`src/rtl/gpp_boot_ctrl_pkg.sv`:
```
// Shared widths, run timeout default and sequencer state type for the GPP boot controller.
package gpp_boot_ctrl_pkg;

  localparam int unsigned GPP_D_WIDTH     = 32;
  localparam int unsigned GPP_SA_WIDTH    = 5;
  localparam int unsigned GPP_SL_WIDTH    = 32;
  localparam int unsigned GPP_TIMEOUT_DEF = 100000;

  typedef enum logic [2:0] {
    S_IDLE,
    S_CLR,
    S_LOAD,
    S_GRST,
    S_START,
    S_RUN,
    S_DONE
  } boot_state_e;

endpackage

```
`src/rtl/gpp_boot_ctrl.sv`:
```
// GPP boot sequencer: clears instruction SRAM, streams the program in from address 0,
// pulses GPP reset, starts it and supervises the run until Done or timeout.
module gpp_boot_ctrl
  import gpp_boot_ctrl_pkg::*;
#(
  parameter int unsigned D_WIDTH  = GPP_D_WIDTH,
  parameter int unsigned SA_WIDTH = GPP_SA_WIDTH,
  parameter int unsigned SL_WIDTH = GPP_SL_WIDTH,
  parameter int unsigned TIMEOUT  = GPP_TIMEOUT_DEF
) (
  input  logic                Clk,
  input  logic                Rst,
  input  logic                Boot_Req,
  input  logic                Ld_Valid,
  input  logic [D_WIDTH-1:0]  Ld_Data,
  input  logic                Ld_Last,
  output logic                Ld_Ready,
  output logic                Mem_Rst,
  output logic [SA_WIDTH-1:0] Sram_Addr,
  output logic [D_WIDTH-1:0]  Sram_Data,
  output logic                Sram_En,
  output logic                Sram_RW,
  output logic                Gpp_Rst,
  output logic                Gpp_Str,
  input  logic                Gpp_Done,
  output logic                Busy,
  output logic                Run_Done,
  output logic                Err,
  output logic [31:0]         Run_Cycles
);

  localparam int unsigned PTR_W = SA_WIDTH + 1;

  boot_state_e      state_q;
  logic [PTR_W-1:0] ptr_q, ptr_d;
  logic [31:0]      run_cycles_q, run_cycles_d;
  logic             ld_ready_q, mem_rst_q, gpp_rst_q, gpp_str_q;
  logic             busy_q, run_done_q, err_q;
  logic             accept, load_end;

  // Ld_Ready is only ever high in LOAD, so it doubles as the LOAD decode for the write port.
  assign accept       = Ld_Valid & ld_ready_q;
  assign load_end     = Ld_Last | (ptr_q == PTR_W'(SL_WIDTH - 1));
  assign ptr_d        = ptr_q + PTR_W'(1);
  assign run_cycles_d = run_cycles_q + 32'd1;

  assign Sram_En    = accept;
  assign Sram_RW    = accept;
  assign Sram_Data  = accept ? Ld_Data : '0;
  assign Sram_Addr  = ld_ready_q ? ptr_q[SA_WIDTH-1:0] : '0;
  assign Ld_Ready   = ld_ready_q;
  assign Mem_Rst    = mem_rst_q;
  assign Gpp_Rst    = gpp_rst_q;
  assign Gpp_Str    = gpp_str_q;
  assign Busy       = busy_q;
  assign Run_Done   = run_done_q;
  assign Err        = err_q;
  assign Run_Cycles = run_cycles_q;

  always_ff @(posedge Clk or negedge Rst) begin
    if (!Rst) begin
      state_q      <= S_IDLE;
      ptr_q        <= '0;
      run_cycles_q <= '0;
      ld_ready_q   <= 1'b0;
      mem_rst_q    <= 1'b0;
      gpp_rst_q    <= 1'b1;
      gpp_str_q    <= 1'b0;
      busy_q       <= 1'b0;
      run_done_q   <= 1'b0;
      err_q        <= 1'b0;
    end else begin
      unique case (state_q)
        S_IDLE, S_DONE: begin
          if (Boot_Req) begin
            state_q      <= S_CLR;
            mem_rst_q    <= 1'b1;
            busy_q       <= 1'b1;
            ptr_q        <= '0;
            run_cycles_q <= '0;
            run_done_q   <= 1'b0;
            err_q        <= 1'b0;
          end
        end
        S_CLR: begin
          state_q    <= S_LOAD;
          mem_rst_q  <= 1'b0;
          ld_ready_q <= 1'b1;
        end
        S_LOAD: begin
          if (accept) begin
            ptr_q <= ptr_d;
            if (load_end) begin
              state_q    <= S_GRST;
              ld_ready_q <= 1'b0;
            end
          end
        end
        S_GRST: begin
          state_q   <= S_START;
          gpp_rst_q <= 1'b0;
          gpp_str_q <= 1'b1;
        end
        S_START: begin
          state_q <= S_RUN;
        end
        S_RUN: begin
          run_cycles_q <= run_cycles_d;
          // Done is checked first so a same-cycle Done and timeout finishes cleanly.
          if (Gpp_Done || (run_cycles_d == 32'(TIMEOUT))) begin
            state_q    <= S_DONE;
            gpp_str_q  <= 1'b0;
            gpp_rst_q  <= 1'b1;
            busy_q     <= 1'b0;
            run_done_q <= 1'b1;
            err_q      <= ~Gpp_Done;
          end
        end
        default: begin
          state_q <= S_IDLE;
        end
      endcase
    end
  end

endmodule

```
`config.mk`:
```
export PLATFORM = sky130hd
export DESIGN_NAME = gpp_boot_ctrl
export DESIGN_NICKNAME = d
export VERILOG_FILES = /design/src/rtl/gpp_boot_ctrl_pkg.sv /design/src/rtl/gpp_boot_ctrl.sv
export SDC_FILE = /design/constraint.sdc
export NUM_CORES = 1
export LEC_CHECK = 0
export CAP_MARGIN = 40
export CORE_MARGIN = 1
export CORE_UTILIZATION = 47
export DETAILED_ROUTE_END_ITERATION = 6
export GPL_ROUTABILITY_DRIVEN = 0
export PLACE_DENSITY = 0.82
export SLEW_MARGIN = 40
export SYNTH_ARGS = -nofsm -noshare
export SYNTH_HDL_FRONTEND = slang
export SYNTH_SLANG_ARGS = --single-unit
```
`constraint.sdc`:
```
create_clock -name Clk -period 2.95 [get_ports Clk]
set_input_delay 0.59 -clock Clk [delete_from_list [all_inputs] [get_ports Clk]]
set_output_delay 0.59 -clock Clk [all_outputs]
set_load 0.01 [all_outputs]
```
==> impl_results.md, run 1 <==
* Status: complete, no violations
* Seq/Total Area, Yosys at 34.9%
* Net switching power figure at ~0.99 mW
* Hold Slack at 0.289 ns
* Flops & latches, synth at 48
* Setup tns final at 0 ns
* # IOs at between 100 and 150
* Port Buffer Count at 115
* Cell Area, Synth at 3450 um^2
* Final WL at 11500 um
* Post-Synth Adder-Cell Area at 1.09%
* # rows at 30
* Slew HR at 47.6%
* Crit path time final at 2.72 ns
* Maximum VDD drop at 0.266 mV
* CP arrival at 2.94 ns
* Crit path launch type: flip-flop
* Setup Fix Bufs, Post-CTS at 0
* Sw Ratio at 39.0%
* Worst-skew pair later-pin latency at approximately 0.31 ns
* Mean Syn Cell Area at 7.80 um^2
* Post-route ant nets at 0
* Placeable Area at 6940 um^2
* Yosys warns at 0
* Pre-Repair DR Iteration Count at 4
* Initial antenna violation count at 0
* Actual slew at the worst max-slew pin at around 0.78 ns
* Slew Viols, Final at 0
* First-pass GRT wire length at 17600 um
* H-tree depth at 2
* Final Util at a little under three quarters
* Initial Utilization at 49.6%
* Via/cell ratio at 6.08
* Share of post-route cells with drive strength above 1 at 9.96%
* DP HPWL at 8390 um
* Nets at between 600 and 700
* Layout Area Growth over Synthesis at 44.2%
* Vias in the first global route at 3696
* Crit end category: flip-flop
* Mapped Cells at 442
* Total number of vias at roughly 4000
* Final worst slack at roughly 0.23 ns
* Congestion Overflow GR at 0
* CTS tree: built
* Max Clock Skew at 0.00540 ns
* Pwr Total at ~2.5 mW
* Largest family of logic cells by synthesized area: simple AND/OR/NAND/NOR gates
* Compound-Gate Fraction of Synth Area at 20.9%
* Crit path required time at 3.17 ns
* CTS Root Cell: clkbuf_8
* Synth area leaders: dfrtp_1, o21ai_0, and3_1, nand2_1, nor2_1
* Die H at 87.6 um
* Die X at 87.6 um
* Post-Synth Simple-Gate Area at about a third
* DRC viols at 0
* Largest net degree at the start of global routing at 40
* Area leader, netlist: dfrtp_1
* GRT Total Usage at ~29%
* CTS Sinks at 48
* Clock Pin Slew Worst Setup and Hold Paths at 0.09 ns
* Syn_nets at 483
* Number of setup violations in the final report at 0
* Pwr dens at 512 nW/um^2
* Detailed-route wire length per cell at 17.4 um
* CTS buffer count at 5
* Internal at roughly 1.6 mW
* Hold Buf Count CTS at 0
* Final-report hold violation count at 0
* Crit Path Max Fanout at 9
* Place WS at 0.202 ns
* Clock share of power at between 15 and 20%
* Post-Synth XOR/XNOR Area at 2.03%
* CTS Buffer Depth at 2
* P_leak at 2.06 nW
* Combinational share of power at a little under half
* Tcrit/Tclk final at 92.1%
* Path type of the worst min-delay path: input pin to async pin
* Maxcap violations at 0
* Top cell type's share of synthesized area at 34.1%
* Synth cell types at 56
* Die area at 7680 um^2
* Sequential power share at 34.3%
* Ant. Diodes at 0
* Post-synthesis mux area share at 1.16%
* Fmax at 368 MHz
* Synth Flop Type: dfrtp_1
* Initial DRC Count at ~260
* Setup CP Type: flip-flop to flip-flop
* Fraction of registers with async set/reset at 100%
* Post-synth EDFFs at 0
-- stage by stage --
| step | cell area [um^2] | cells |
|---|---|---|
| after floorplan | 3450 | 442 |
| after global placement | 4830 | 650 |
| after detailed placement | 4830 | 650 |
| after CTS | 4950 | 658 |
| after global routing | 4970 | 658 |
| final | 4970 | 658 |
-- per-layer routing --
metal	global-route usage, %	routed length [um]	vias up
met3	5.18	1010	28
met5	0	0	-
met4	9.39	261	0
met1	34.5	4600	1890
met2	54.0	5590	208
li1	-	-	1873
-- cells by family after synthesis --
kind of cell,after synthesis
compound gates,121
buf+inv,45
fa+ha+maj,3
flops,48
mux,4
xor+xnor,8
simple gates,213
-- cells in the mapped netlist (2+ instances only) --
cell and instances:
o21ai_0 56, dfrtp_1 47, nand2_1 45, and3_1 39, nor2_1 36, clkbuf_1 26
nand4_1 20, a21oi_1 19, a31oi_1 14, nand3_1 13, inv_1 10, nor3_1 9
o31ai_1 9, and2_1 7, buf_2 7, nor2b_1 6, nor4_1 6, xor2_1 5
and4_1 4, mux2i_1 4, nor3b_1 4, nor4_2 4, or3_1 4, a311oi_1 3
ha_1 3, xnor2_1 3, a211oi_1 2, nand2b_1 2, o211ai_1 2, o21a_1 2
o21ai_1 2, o22a_1 2, o41ai_1 2, or4_1 2, or4b_1 2
-- worst max-delay path, cell delays in order, from the launching register on --
cell and delay, ns:
dfrtp_2 0.47, nand4_4 0.20, nor4_2 0.35, nand2_1 0.12
or4b_1 0.52, a2111oi_0 0.38, and4b_2 0.34, nor2_1 0.07
o31ai_2 0.17
-- power groups by stage --
| stage | Combinational, mW | Clock, mW | Sequential (mW) |
|---|---|---|---|
| finish | 1.18 | 0.493 | 0.873 |
| global route | 1.29 | 0.517 | 0.893 |
| CTS | 1.18 | 0.495 | 0.870 |
| detailed placement | 1.17 | 0 | 0.883 |
| global placement | 1.16 | 0 | 0.878 |
| floorplan | 0.616 | 0 | 0.868 |
-- flip-flops by register name, summed over array words and instances, names as in the netlist --
signal / count
Busy: 1
Gpp_Rst: 1
ptr_q: 6
Run_Cycles: 32
state_q: 3
Run_Done: 1
Err: 1
Gpp_Str: 1
Mem_Rst: 1
Ld_Ready: 1
-- cell type report --
cell class	instances	area, um^2
multi-input cells	349	2090
clock inverters	3	42.5
well taps	96	120
repair buffers	147	1410
clock buffers	5	68.8
inverters	10	37.5
flip-flops and latches	48	1200
fillers	533	1970
-- worst paths after layout --
path                                      from             end  slack [ns]  cells past startpoint
worst max-delay path            Run_Cycles[10]             Err        0.23                      8
worst min-delay path                       Rst  Run_Cycles[24]        0.29                      1
worst max register to register  Run_Cycles[10]             Err        0.23                      8
worst min register to register         Gpp_Rst         Gpp_Rst        0.48                      2
max in group asynchronous                  Rst         Gpp_Rst        1.87                      2
min in group Clk                       Gpp_Rst         Gpp_Rst        0.48                      2
-- cell usage in the layout, fill, tap and decap left out, types with 3 or more instances in the layout --
cell             instances
a21oi_1                 19
a311oi_1                 3
a31oi_1                 14
and2_1                   7
and3_1                  39
and4_1                   4
buf_4                   30
clkbuf_8                 5
clkdlybuf4s50_1        114
dfrtp_1                 46
ha_1                     3
inv_1                   10
mux2i_1                  4
nand2_1                 45
nand3_1                 13
nand4_1                 20
nor2_1                  36
nor2b_1                  6
nor3_1                   9
nor3b_1                  4
nor4_1                   6
o21ai_0                 56
o31ai_1                  9
or3_1                    4
xnor2_1                  3
xor2_1                   5
-- what timing repair did --
item,in CTS,in global routing
gates resized for setup,0,4
endpoints found under the setup margin,0,4
endpoints found under the hold margin,0,0
(Power assumes the default switching activity.)
==> run 2: changes to the inputs <==
--- a/config.mk
+++ b/config.mk
@@ -8,8 +8,10 @@
 export CAP_MARGIN = 40
 export CORE_MARGIN = 1
 export CORE_UTILIZATION = 47
+export CTS_CLUSTER_DIAMETER = 60
 export DETAILED_ROUTE_END_ITERATION = 6
 export GPL_ROUTABILITY_DRIVEN = 0
+export HOLD_SLACK_MARGIN = 0.03
 export PLACE_DENSITY = 0.82
 export SLEW_MARGIN = 40
 export SYNTH_ARGS = -nofsm -noshare
==> results of run 2 <==
Final layout, timing and power as in run 1 (identical DEF).
